File: src/rtl/sync_fifo_pkg.sv
// Shared types and helpers for the programmable-threshold synchronous FIFO.
package sync_fifo_pkg;

    typedef struct packed {
        logic overflow;
        logic underflow;
    } err_t;

    function automatic int level_width(input int size);
        return $clog2(size) + 1;
    endfunction

endpackage

File: src/rtl/sync_fifo_mem.sv
// FIFO storage array: one synchronous write port, one combinational read port.
module sync_fifo_mem
    import sync_fifo_pkg::*;
#(
    parameter  int BITS = 32,
    parameter  int SIZE = 16,
    localparam int AW   = $clog2(SIZE)
) (
    input  logic            clk,
    input  logic            we_i,
    input  logic [AW-1:0]   waddr_i,
    input  logic [BITS-1:0] wdata_i,
    input  logic [AW-1:0]   raddr_i,
    output logic [BITS-1:0] rdata_o
);

    logic [BITS-1:0] mem_q [SIZE];

    always_ff @(posedge clk) begin
        if (we_i) begin
            mem_q[waddr_i] <= wdata_i;
        end
    end

    assign rdata_o = mem_q[raddr_i];

endmodule

File: src/rtl/sync_fifo_prog.sv
// Synchronous FIFO with programmable almost-full/empty thresholds and sticky errors.
// Define SYNC_FIFO_FWFT_EN for first-word-fall-through reads; default is registered reads.
module sync_fifo_prog
    import sync_fifo_pkg::*;
#(
    parameter  int BITS = 32,
    parameter  int SIZE = 16,
    localparam int LW   = level_width(SIZE)
) (
    input  logic            clk,
    input  logic            rst_n,
    input  logic            p_write_en,
    input  logic [BITS-1:0] p_write_data,
    input  logic            p_read_en,
    output logic [BITS-1:0] p_read_data,
    output logic            p_read_valid,
    output logic            p_full,
    output logic            p_empty,
    input  logic [LW-1:0]   p_af_thresh,
    input  logic [LW-1:0]   p_ae_thresh,
    output logic            p_almost_full,
    output logic            p_almost_empty,
    output logic [LW-1:0]   p_level,
    output logic            p_overflow,
    output logic            p_underflow,
    input  logic            p_clear_err
);

    localparam int            AW       = $clog2(SIZE);
    localparam logic [LW-1:0] FULL_LVL = LW'(SIZE);
    localparam logic [LW-1:0] ONE      = LW'(1);
    localparam logic [AW-1:0] PONE     = AW'(1);

    if ((SIZE < 2) || ((SIZE & (SIZE - 1)) != 0)) begin : g_size_chk
        $fatal(1, "sync_fifo_prog: SIZE must be a power of two >= 2");
    end

    logic [AW-1:0]   wptr_q, rptr_q;
    logic [LW-1:0]   cnt_q, cnt_d;
    logic            full_q, empty_q, af_q, ae_q;
    err_t            err_q, err_d;
    logic            wr_acc, rd_acc;
    logic [BITS-1:0] mem_rdata;

    always_comb begin
        rd_acc = p_read_en && !empty_q;
        wr_acc = p_write_en && (!full_q || rd_acc);
        cnt_d  = cnt_q;
        unique case ({wr_acc, rd_acc})
            2'b10:   cnt_d = cnt_q + ONE;
            2'b01:   cnt_d = cnt_q - ONE;
            default: cnt_d = cnt_q;
        endcase
        // A fresh error outranks a simultaneous clear.
        err_d = err_q;
        if (p_clear_err) err_d = '0;
        if (p_write_en && !wr_acc) err_d.overflow = 1'b1;
        if (p_read_en && !rd_acc) err_d.underflow = 1'b1;
    end

    always_ff @(posedge clk) begin
        if (!rst_n) begin
            wptr_q  <= '0;
            rptr_q  <= '0;
            cnt_q   <= '0;
            full_q  <= 1'b0;
            empty_q <= 1'b1;
            af_q    <= (p_af_thresh == '0);
            ae_q    <= 1'b1;
            err_q   <= '0;
        end else begin
            if (wr_acc) wptr_q <= wptr_q + PONE;
            if (rd_acc) rptr_q <= rptr_q + PONE;
            cnt_q   <= cnt_d;
            full_q  <= (cnt_d == FULL_LVL);
            empty_q <= (cnt_d == '0);
            af_q    <= (cnt_d >= p_af_thresh);
            ae_q    <= (cnt_d <= p_ae_thresh);
            err_q   <= err_d;
        end
    end

    sync_fifo_mem #(
        .BITS (BITS),
        .SIZE (SIZE)
    ) u_mem (
        .clk     (clk),
        .we_i    (wr_acc && rst_n),
        .waddr_i (wptr_q),
        .wdata_i (p_write_data),
        .raddr_i (rptr_q),
        .rdata_o (mem_rdata)
    );

`ifdef SYNC_FIFO_FWFT_EN
    assign p_read_data  = empty_q ? '0 : mem_rdata;
    assign p_read_valid = !empty_q;
`else
    logic [BITS-1:0] rdata_q;
    logic            rvld_q;

    always_ff @(posedge clk) begin
        if (!rst_n) begin
            rdata_q <= '0;
            rvld_q  <= 1'b0;
        end else begin
            rvld_q <= rd_acc;
            if (rd_acc) rdata_q <= mem_rdata;
        end
    end

    assign p_read_data  = rdata_q;
    assign p_read_valid = rvld_q;
`endif

    assign p_full         = full_q;
    assign p_empty        = empty_q;
    assign p_almost_full  = af_q;
    assign p_almost_empty = ae_q;
    assign p_level        = cnt_q;
    assign p_overflow     = err_q.overflow;
    assign p_underflow    = err_q.underflow;

endmodule

File: config.mk
export PLATFORM = sky130hd
export DESIGN_NAME = sync_fifo_prog
export DESIGN_NICKNAME = d
export VERILOG_FILES = /design/src/rtl/sync_fifo_pkg.sv /design/src/rtl/sync_fifo_mem.sv /design/src/rtl/sync_fifo_prog.sv
export SDC_FILE = /design/constraint.sdc
export NUM_CORES = 1
export LEC_CHECK = 0
export ABC_AREA = 1
export BUFFER_PORTS_ARGS = -buffer_cell sky130_fd_sc_hd__buf_4
export CAP_MARGIN = 15
export CELL_PAD_IN_SITES_DETAIL_PLACEMENT = 1
export CELL_PAD_IN_SITES_GLOBAL_PLACEMENT = 2
export CORE_MARGIN = 2
export CORE_UTILIZATION = 35
export CTS_BUF_LIST = sky130_fd_sc_hd__clkbuf_4
export DETAILED_ROUTE_END_ITERATION = 12
export HOLD_SLACK_MARGIN = 0.08
export PLACE_DENSITY_LB_ADDON = 0.1
export SKIP_LAST_GASP = 1
export SYNTH_ARGS = -nofsm -noshare
export SYNTH_HDL_FRONTEND = slang
export SYNTH_SLANG_ARGS = --single-unit
File: constraint.sdc
create_clock -name clk -period 4.7 [get_ports clk]
set_input_delay 0.47 -clock clk [delete_from_list [all_inputs] [get_ports clk]]
set_output_delay 0.47 -clock clk [all_outputs]
set_load 0.005 [all_outputs]
### Yosys cells after proc, flatten, opt, wreduce, memory -nomap -nowiden

Memory sizes are Yosys's and may differ from the RTL's. A register that Yosys moved wholly into a read port is not among the register bits.
Cells that the tools add are included.

* RAM bits: 512
* input port bits: 47
* flip-flop bits (word level): 20
* memories kept: 1
* logic and storage cells: 42

* $lt $le $gt $ge: 2
* reductions and logical operators: 15
* equality and inequality tests: 3
* muxes and demuxes: 7
* $add $sub $neg: 4

Memory list
* u_mem.mem_q: words 16, width 32, rd ports 1, clocked after memory_dff 1, write ports 1, RTL line sync_fifo_mem.sv:17 `logic [BITS-1:0] mem_q [SIZE];`

Operators by type and width (count)
* 5-bit logical NOT: 2
* 5-bit one-hot mux with 2 select lines: 1
* 4-bit by 1-bit adder with 4-bit output, second input constant: 2
* 5-bit by 1-bit adder with 5-bit output, second input constant: 1
* 5-bit == test, second input constant: 1
* 5-bit >= comparator: 1
* 5-bit <= comparator: 1
* 1-bit logical AND: 5
* 1-bit logical NOT: 5
* 1-bit two-way mux: 5
* 5-bit by 1-bit subtractor with 5-bit output, second input constant: 1
* 2-bit nonzero test: 2
* 2-bit by 1-bit == test with 1-bit output, second input constant: 1
* 2-bit == test, second input constant: 1
* 2-bit two-way mux: 1
* 1-bit logical OR: 1

### Logic depth before layout (Yosys ltp)

Gate-level depths: netlist of the first run.

* depth after elaboration: 8
* gate-level depth with buffers: 22
* gate-level depth less buffers: 22

### By module

A second synthesis of the first run with hierarchy kept.

* cell total of the unflattened synthesis: 2403
* area, all modules: 24471.0 µm²

By module, submodules not included
* sync_fifo_mem: seq. area each 15374.7 µm², area an instance 22089.9 µm², times used 1, cells an instance 2088
* sync_fifo_prog: seq. area each 1041.0 µm², area an instance 2381.0 µm², times used 1, cells an instance 315

### Least setup slack after synthesis of the first run

No wires, ideal clock.

* path kind: input-to-reg
* start point: input port rst_n
* end point: memory u_mem.mem_q[7][0], enable pin
* data arrival time: 3.310 ns
* setup time: 0.461 ns
* cell stages on the path: 5
* slack: 0.929 ns
* buffers on the path: 3
* required time: 4.239 ns
* path through: buf_2 inv_1 buf_2 buf_1 nor3_1

* longest elaborated chain between the ends: 3

Ends and longest elaborated chain
* from (decl): RTL line sync_fifo_prog.sv:11 `input logic rst_n,`
* 1-bit logical AND: RTL line sync_fifo_prog.sv:88 `.we_i (wr_acc && rst_n),`
* 1-bit two-way mux: RTL line sync_fifo_mem.sv:20 `if (we_i) begin`
* 1-bit two-way mux (not written as such): RTL line sync_fifo_mem.sv:21 `mem_q[waddr_i] <= wdata_i;`
* to (decl): RTL line sync_fifo_mem.sv:17

Every way passes these cells.

### Worst setup path in the final report of the first run

* start point: register empty_q, in the netlist p_empty
* end point: register ae_q, in the netlist p_almost_empty

* longest elaborated chain between the ends: 7

Ends and longest elaborated chain
* from (decl): RTL line sync_fifo_prog.sv:40 `logic full_q, empty_q, af_q, ae_q;`
* from (signal assigned): RTL line sync_fifo_prog.sv:76 `empty_q <= (cnt_d == '0);`
* 1-bit logical NOT *: RTL line sync_fifo_prog.sv:46 `rd_acc = p_read_en && !empty_q;`
* 1-bit logical AND *: RTL line sync_fifo_prog.sv:46
* 1-bit logical OR: RTL line sync_fifo_prog.sv:47 `wr_acc = p_write_en && (!full_q || rd_acc);`
* 1-bit logical AND: RTL line sync_fifo_prog.sv:47
* 2-bit by 1-bit == test with 1-bit output / 2-bit == test (equally long branches): RTL line sync_fifo_prog.sv:49 `unique case ({wr_acc, rd_acc})`
* 5-bit one-hot mux with 2 select lines *: RTL line sync_fifo_prog.sv:49
* via cnt_d[4]: RTL line sync_fifo_prog.sv:39 `logic [LW-1:0] cnt_q, cnt_d;`
* 5-bit <= comparator *: RTL line sync_fifo_prog.sv:78 `ae_q <= (cnt_d <= p_ae_thresh);`
* to (signal assigned): RTL line sync_fifo_prog.sv:78
* to (decl): RTL line sync_fifo_prog.sv:40

Mark *: on every way through the listed nets, which the timed path passes. The rest lies on a longest branch.
A chain may end at the register's enable or synchronous reset.

==> impl_results.md, run 1 <==
* Status: finished, final reports clean
* Filler cell count at approximately 7,100
* TritonCTS buffer count at roughly 160
* Switch share at 0.277
* IO Count at 91
* TNS Setup at 0 ns
* Syn Nets at between 2,000 and 2,500
* Synth cell types at 26
* Compound-Gate Fraction of Synth Area at 0.0201
* Slowest stage cell, crit path: dlygate4sd3_1
* Die width at between 200 and 300 um
* Routability Congestion at 0.753
* Rows at 93
* DRT antenna net count at 0
* Clock skew at ~0.05 ns
* Synth Area in Adders at 0.00982
* CP most frequent cell: nand2_1
* Post-CTS Setup Inserts at 0
* Flop2flop setup slack at 0.90 ns
* Slew HR at 0.180
* Area of the multi-input gates at approximately 5600 um2
* Largest net degree at the start of global routing at around 200
* Sw Pwr at 3.33 mW
* First-pass GRT wire length at 105 mm
* Unrepaired setup endpoints after global routing: no
* YS warnings at 0
* Reg area at 16,400 um2
* Worst R2R Start: p_empty
* Die area at between 60,000 and 70,000 um2
* Min cycle time layout at ~3.8 ns
* Mean area per synthesized cell at about 11 um2
* Worst vdd ir at approximately 0.21 mV
* Worst Setup SP: p_empty
* Achievable Freq at between 0.2 and 0.3 GHz
* H-Tree Depth at 4
* DP HPWL at around 36 mm
* # clock sinks at approximately 560
* Routed vias at between 15,000 and 20,000
* Clock latency on the worst-skew pair at between 0.9 and 1 ns
* Crit-path max FO at 7
* WP data required at 5.54 ns
* Vias in the first global route at between 15,000 and 20,000
* Core Box Area at 64,600 um2
* Final WS setup at between 0.9 and 1 ns
* Maxcap violations at 0
* Critical path endpoint: p_almost_empty
* Main combinational cell family by area after synthesis: simple AND/OR/NAND/NOR gates
* Clock Tree Buf Depth at 3
* Slew @ Worst Pin at approximately 1.2 ns
* Crit Reg-Reg Endpoint: p_almost_empty
* Pins Over Slew Limit at 0
* Int Pwr at a little under 9 mW
* Root Driver: clkbuf_4
* Die height at around 260 um
* Startpoint Class: flop
* Min-Delay Path Class: input pin to flop
* Drt first pass iters at 5
* Power Density at about 450 nW/um2
* Wirelength per Cell at 21.2 um
* Layout cells sized above 1 at 0.177
* Fin. Hold Viols at 0
* Sequential Power Share at 0.471
* Initial antenna violation count at 2
* Mapped cell area at roughly 23,000 um2
* Critical path class: flop to flop
* Final setup vio count at 0
* Resize count post-CTS at 0
* Final Cycle Share at 0.808
* Synth Register Bits at ~560
* Mux share of post-synthesis cell area at 0
* Lkg Pwr at about 10 nW
* R2r worst-path depth at 22
* Final nets at approximately 2,300
* Initial core utilization at 0.355
* Comb power frac at 0.144
* Worst path depth at 22
* Clock-pin slew on the worst setup and hold paths at around 0.060 ns
* GRT Util Overall at 0.208
* Global route overflow at 0
* Cell family with most CP delay: simple AND/OR/NAND/NOR gates
* Largest stage delay on the critical path at 0.56 ns
* Initial drt markers at approximately 900
* Port Buf Inserts at 90
* Synth Instances at a little over 2,000
* Clk pwr share at 0.385
* Setup WS pre-CTS at approximately 1.3 ns
* CTS tree: done
* Sequential area share after synthesis at 0.716
* Synth Area in XOR/XNOR at 0.000764
* Crit-path cells: inv_1 > nand2_1 > nand2_1 > nand2_1 > ha_1 > nor2_1 > nor2_1 > ha_1 > inv_1 > nand2_1 > nand3_1 > nand2_1 > nand2_1 > nand2_1 > nand2_1 > nand2_1 > inv_1 > ha_1 > nand4_1 > o221ai_1 > o211ai_1 > dlygate4sd3_1
* CP Capture Type: flop
* Synth Area in Simple Gates at 0.211
* Area Growth Syn to Fin at 17.5%
* Worst EP arrival at between 4 and 5 ns
* Via density at between 4 and 5
* Drt total wl at slightly below 70 mm
* Buf/Inv on CP at 4
* DR DRC count at 0
tightest hold or removal path: stages:
cell and delay (ns):
buf_4 0.08, inv_1 0.05, nand2_1 0.05, a21oi_1 0.05
dlygate4sd3_1 0.54
final cells by class:
class	count	area share
repair buffers	174	0.0533
flip-flops and latches	564	0.610
clock buffers	249	0.0694
inverters	77	0.0111
diodes	1	0.0000929
clock inverters	33	0.00766
multi-input cells	1259	0.209
well taps	855	0.0397
cell usage after synthesis:
| cell | n | share of area |
|---|---|---|
| a21oi_1 | 43 | 0.0094 |
| buf_1 | 10 | 0.0016 |
| buf_2 | 60 | 0.013 |
| buf_4 | 15 | 0.0049 |
| buf_6 | 15 | 0.0074 |
| clkbuf_1 | 19 | 0.0031 |
| dfxtp_1 | 52 | 0.045 |
| edfxtp_1 | 512 | 0.67 |
| ha_1 | 18 | 0.0098 |
| inv_1 | 74 | 0.012 |
| inv_2 | 2 | 0.00033 |
| inv_4 | 1 | 0.00027 |
| nand2_1 | 653 | 0.11 |
| nand3_1 | 394 | 0.086 |
| nand4_1 | 2 | 0.00055 |
| nor2_1 | 88 | 0.014 |
| nor3_1 | 10 | 0.0022 |
| nor3b_1 | 1 | 0.00033 |
| o211ai_1 | 1 | 0.00033 |
| o21ai_0 | 11 | 0.0024 |
| o21ai_1 | 33 | 0.0072 |
| o221ai_1 | 1 | 0.00038 |
| o41ai_1 | 1 | 0.00038 |
| or2_2 | 1 | 0.00027 |
| xnor2_1 | 1 | 0.00038 |
| xor2_1 | 1 | 0.00038 |
power groups by stage:
stage / combinational [mW] / sequential, mW / clock [mW]
floorplan: 1.13 / 5.76 / 0
global placement: 1.71 / 5.79 / 0
detailed placement: 1.74 / 5.79 / 0
CTS: 1.78 / 5.68 / 4.82
global route: 1.98 / 5.69 / 5.07
finish: 1.73 / 5.68 / 4.63
kinds of logic after synthesis:
logic type	after synthesis
AOI/OAI and AO/OA	90
xor gates and xnor gates	2
adders and majority gates	18
buffers and inverters	196
DFF	564
and+or+nand+nor	1149
per-layer routing:
metal,up-vias,routed length (um),track usage
met2,272,33500,0.349
met1,8090,31100,0.267
met5,-,11,0
met4,2,1090,0.0683
li1,7517,-,-
met3,87,2380,0.0428
worst min-delay path by stage:
stage                          start             endpoint  slack (ns)  cells past startpoint
floorplan                p_underflow          p_underflow        0.46                      2
global placement          p_overflow           p_overflow        0.46                      2
detailed placement        p_overflow           p_overflow        0.46                      2
CTS                 p_write_data[28]  u_mem.mem_q[10][28]        0.22                      2
global route                   rst_n              p_empty        0.25                      3
finish                   p_clear_err          p_underflow        0.34                      5
state kept, by name, summed over array words and instances, names as in the netlist:
| register | count |
|---|---|
| wptr_q | 4 |
| p_underflow | 1 |
| p_level | 5 |
| p_almost_full | 1 |
| u_mem.mem_q | 512 |
| p_almost_empty | 1 |
| p_read_data | 32 |
| p_full | 1 |
| rptr_q | 4 |
| p_overflow | 1 |
| p_empty | 1 |
| p_read_valid | 1 |
placed cells by master (no fill, tap or decap), types with 6 or more instances in the layout:
cell and instances:
a21oi_1 43, buf_4 130, clkbuf_4 249, clkinv_1 25, dfxtp_1 49, dlygate4sd3_1 42
edfxtp_1 512, ha_1 18, inv_1 70, inv_2 6, nand2_1 653, nand3_1 394
nor2_1 80, nor2_4 8, nor3_2 8, o21ai_0 11, o21ai_1 33
through the flow:
stage	hold WS [ns]	cell area (um2)	instances	util	power, mW
after CTS	0.222	26900	3211	0.417	12.3
final	0.340	26900	3212	0.417	12.0
after detailed placement	0.463	24400	2887	0.378	7.53
after global routing	0.249	26900	3212	0.417	12.7
after floorplan	0.455	22900	2019	-	6.89
after global placement	0.462	24400	2887	0.378	7.50
timing repair:
item,in CTS,in global routing
hold endpoints to repair,527,0
endpoints found under the setup margin,0,0
hold buffers,42,0
Power figures use the tool's default switching activity.
==> run 2, diff against run 1 <==
--- a/config.mk
+++ b/config.mk
@@ -5,7 +5,7 @@
 export SDC_FILE = /design/constraint.sdc
 export NUM_CORES = 1
 export LEC_CHECK = 0
-export ABC_AREA = 1
+export ABC_AREA = 0
 export BUFFER_PORTS_ARGS = -buffer_cell sky130_fd_sc_hd__buf_4
 export CAP_MARGIN = 15
 export CELL_PAD_IN_SITES_DETAIL_PLACEMENT = 1
==> constraint.sdc (replaced) <==
create_clock -name clk -period 3.1 [get_ports clk]
set_input_delay 0.31 -clock clk [delete_from_list [all_inputs] [get_ports clk]]
set_output_delay 0.31 -clock clk [all_outputs]
set_load 0.005 [all_outputs]
==> run 2 against run 1 <==
Fmax increased by 29%. Final cell count decreased by 29%. Critical endpoint unchanged. Power rose by 51%.
==> impl_results.md, run 2 <==
* Sequential area share after synthesis at 0.762 (+0.0464)
* Synth Area in XOR/XNOR at 0.00447 (+0.00371)
* H-Tree Depth at 4 (unchanged)
* Clk pwr share at 0.408 (+0.023)
* Synth Register Bits at 564 (unchanged)
* Slew HR at 0.588 (+0.408)
* Initial core utilization at 0.355 (+0.000381)
* Min cycle time layout at 2.94 ns (-0.856 ns)
* Core Box Area at 60,600 um2 (-6.2%)
* DR DRC count at 0 (unchanged)
* Final Cycle Share at 0.948 (+0.141)
* Unrepaired setup endpoints after global routing: no
* Maxcap violations at 0 (unchanged)
* Status: finished, final reports clean
* Crit-path max FO at 7 (unchanged)
* Most frequent cell after synthesis: edfxtp_1
* Power Density at 680 nW/um2 (+52%)
* Drt total wl at 52.2 mm (-23%)
* Slew @ Worst Pin at 0.618 ns (-0.612 ns)
* Crit-path cells: nand2b_4 > a21boi_4 > inv_1 > ha_1 > buf_4 > a211o_1 > nand3_1 > a21oi_2 > xor2_2 > ha_1 > nand3_1 > dlygate4sd3_1 > o221ai_1
* # clock sinks at 564 (unchanged)
* DP HPWL at 26.8 mm (-25%)
* Worst vdd ir at 0.289 mV (+39%)
* CTS tree: done
* Area Growth Syn to Fin at 24.2%
* Most flops, register: u_mem.mem_q
* TNS Setup at 0 ns (unchanged)
* Startpoint Class: flop
* Syn Nets at 1,107 (-47%)
* Post-CTS Setup Inserts at 0 (unchanged)
* Fin. Hold Viols at 0 (unchanged)
* Achievable Freq at 0.340 GHz (+29%)
* Die width at 252 um (-3.0%)
* Async S/R FF share, synth at 0 (unchanged)
* Lkg Pwr at 8.80 nW (-15%)
* CP Capture Type: flop
* Drt first pass iters at 4 (-1)
* Port Buf Inserts at 90 (unchanged)
* Comb power frac at 0.117 (-0.027)
* Worst EP arrival at 3.80 ns (-0.84 ns)
* Critical path class: flop to flop
* Switch share at 0.236 (-0.0404)
* YS warnings at 0 (unchanged)
* Die height at 252 um (-3.0%)
* Pins Over Slew Limit at 0 (unchanged)
* Largest net degree at the start of global routing at 64 (-68%)
* WP data required at 3.96 ns (-1.58 ns)
* Wirelength per Cell at 22.9 um (+8.2%)
* DRT antenna net count at 0 (unchanged)
* Int Pwr at 13.9 mW (+59%)
* Mux share of post-synthesis cell area at 0.165 (+0.165)
* Most frequent cells after synthesis: 512 x edfxtp_1, 128 x mux4_2, 65 x mux2i_1
* Clock latency on the worst-skew pair at 0.95 ns (-0.02 ns)
* GRT Util Overall at 0.170 (-0.0370)
* Final core occ at 0.442 (+0.0244)
* Layout cells sized above 1 at 0.380 (+0.203)
* Slowest stage cell, crit path: dlygate4sd3_1
* Area leader, netlist: edfxtp_1
* Final setup vio count at 0 (unchanged)
* Most frequent cells in the layout: 512 x edfxtp_1, 260 x clkbuf_4, 128 x mux4_2
* Main combinational cell family by area after synthesis: multiplexers
* Initial antenna violation count at 4 (+2)
* Synth Area in Simple Gates at 0.0210 (-0.190)
* Routability Congestion at 0.667 (-12%)
* Clock-pin slew on the worst setup and hold paths at 0.07 ns (about the same)
* Ys flop type: edfxtp_1
* Final nets at 1,422 (-38%)
* Number of synthesized flops with an enable pin at 512 (unchanged)
* Die area at 63,500 um2 (-6.0%)
* Synth Area in Adders at 0.0105 (+0.000637)
* Synth Instances at 1,042 (-48%)
* Largest stage delay on the critical path at 0.57 ns (about the same)
* Top cell type's share of synthesized area at 0.714 (+0.0435)
* Largest register FFs at 512 (unchanged)
* R2r worst-path depth at 13 (-41%)
* Sequential Power Share at 0.474 (+0.003)
* Min-Delay Path Class: input pin to flop
* Global route overflow at 0 (unchanged)
* Clock Tree Buf Depth at 3 (unchanged)
* Flop2flop setup slack at 0.16 ns (-0.74 ns)
* Top cells by area, synth: edfxtp_1 71%, mux4_2 13%, dfxtp_1 4.8%
* TritonCTS buffer count at 155 (-1.9%)
* Root Driver: clkbuf_4
* Synth cell types at 38 (+46%)
* Mean area per synthesized cell at 20.7 um2 (+82%)
* First-pass GRT wire length at 78.0 mm (-25%)
* Hold path depth at 2 (-3)
* Initial drt markers at 538 (-39%)
* Mapped cell area at 21,500 um2 (-6.1%)
* Clock skew at 0.0404 ns (-0.0106 ns)
* Commonest non-fill, non-tap cell in the layout: edfxtp_1
* IO Count at 91 (unchanged)
* Rows at 90 (-3.2%)
* Routed vias at 11,172 (-30%)
* Via density at 4.91 (-1.3%)
* Compound-Gate Fraction of Synth Area at 0.0223 (+0.00217)
* Sw Pwr at 4.30 mW (+29%)
* Vias in the first global route at 12,477 (-28%)
-- run 2: cell count changes after synthesis, moves of 30 or more --
cell,delta
nand2_1,-644
mux4_2,+128
inv_1,-60
buf_2,-41
mux2i_1,+65
nor2_1,-30
nand3_1,-386
-- run 2: worst paths after layout --
path,from,end
hold reg to reg,p_read_data[13],p_read_data[13]
hold / removal,p_write_data[5],u_mem.mem_q[5][5]
setup / recovery,p_empty,p_almost_empty
setup reg to reg,p_empty,p_almost_empty
-- run 2: final cells by class --
type	instances	area, um2
fill	5787	33800
sequential	564	16400
multi-input combinational	410	4970
timing repair buffer	212	2050
clock buffer	260	1950
tap	782	978
clock inverter	30	303
inverter	14	52.6
antenna	5	12.5
-- run 2: metal layers --
layer | vias up | GRT usage | part of all wire
li1 | 5003 | - | -
met2 | 254 | 0.269 | 0.48
met1 | 5825 | 0.225 | 0.45
met5 | - | 0 | 0.00021
met3 | 88 | 0.0469 | 0.050
met4 | 2 | 0.0646 | 0.019
-- run 2: timing repair --
action	in CTS	in global routing
resized for setup	0	5
hold buffers	79	0
endpoints found under the hold margin	534	0
endpoints found under the setup margin	0	2
-- run 2: cell families (layout without fill, tap and decap cells) --
kind of cell / Yosys count / count (layout)
compound gates: 87 / 87
xor+xnor: 11 / 11
fa+ha+maj: 18 / 18
buf+inv: 68 / 516
flops: 564 / 564
mux: 194 / 194
other cells: 0 / 5
simple gates: 100 / 100
-- run 2: power by group through the flow --
stage | registers [mW] | logic, mW | clock network, mW
after floorplan | 8.69 | 1.40 | 0
after global placement | 8.79 | 2.09 | 0
after detailed placement | 8.80 | 2.10 | 0
after CTS | 8.63 | 2.20 | 7.74
after global routing | 8.65 | 2.35 | 8.13
final | 8.63 | 2.13 | 7.43
-- run 2: worst max-delay path, delay by kind of cell (launching register included) --
kind	cells	cell delay, ns
compound gates	4	0.63
flops	1	0.33
fa+ha+maj	2	0.53
buf+inv	3	0.81
xor+xnor	1	0.20
simple gates	3	0.35
-- run 2: per-stage QoR --
step	power (mW)	worst slack, ns	hold slack, ns	area (um2)	cells
5_1_grt	19.1	0.00738	0.115	26800	2277
3_3_place_gp	10.9	0.135	0.478	23700	1903
3_5_place_dp	10.9	0.100	0.478	23700	1903
2_1_floorplan	10.1	0.0102	0.409	21600	1042
6_report	18.2	0.160	0.213	26800	2277
4_1_cts	18.6	0.0426	0.0810	26700	2272
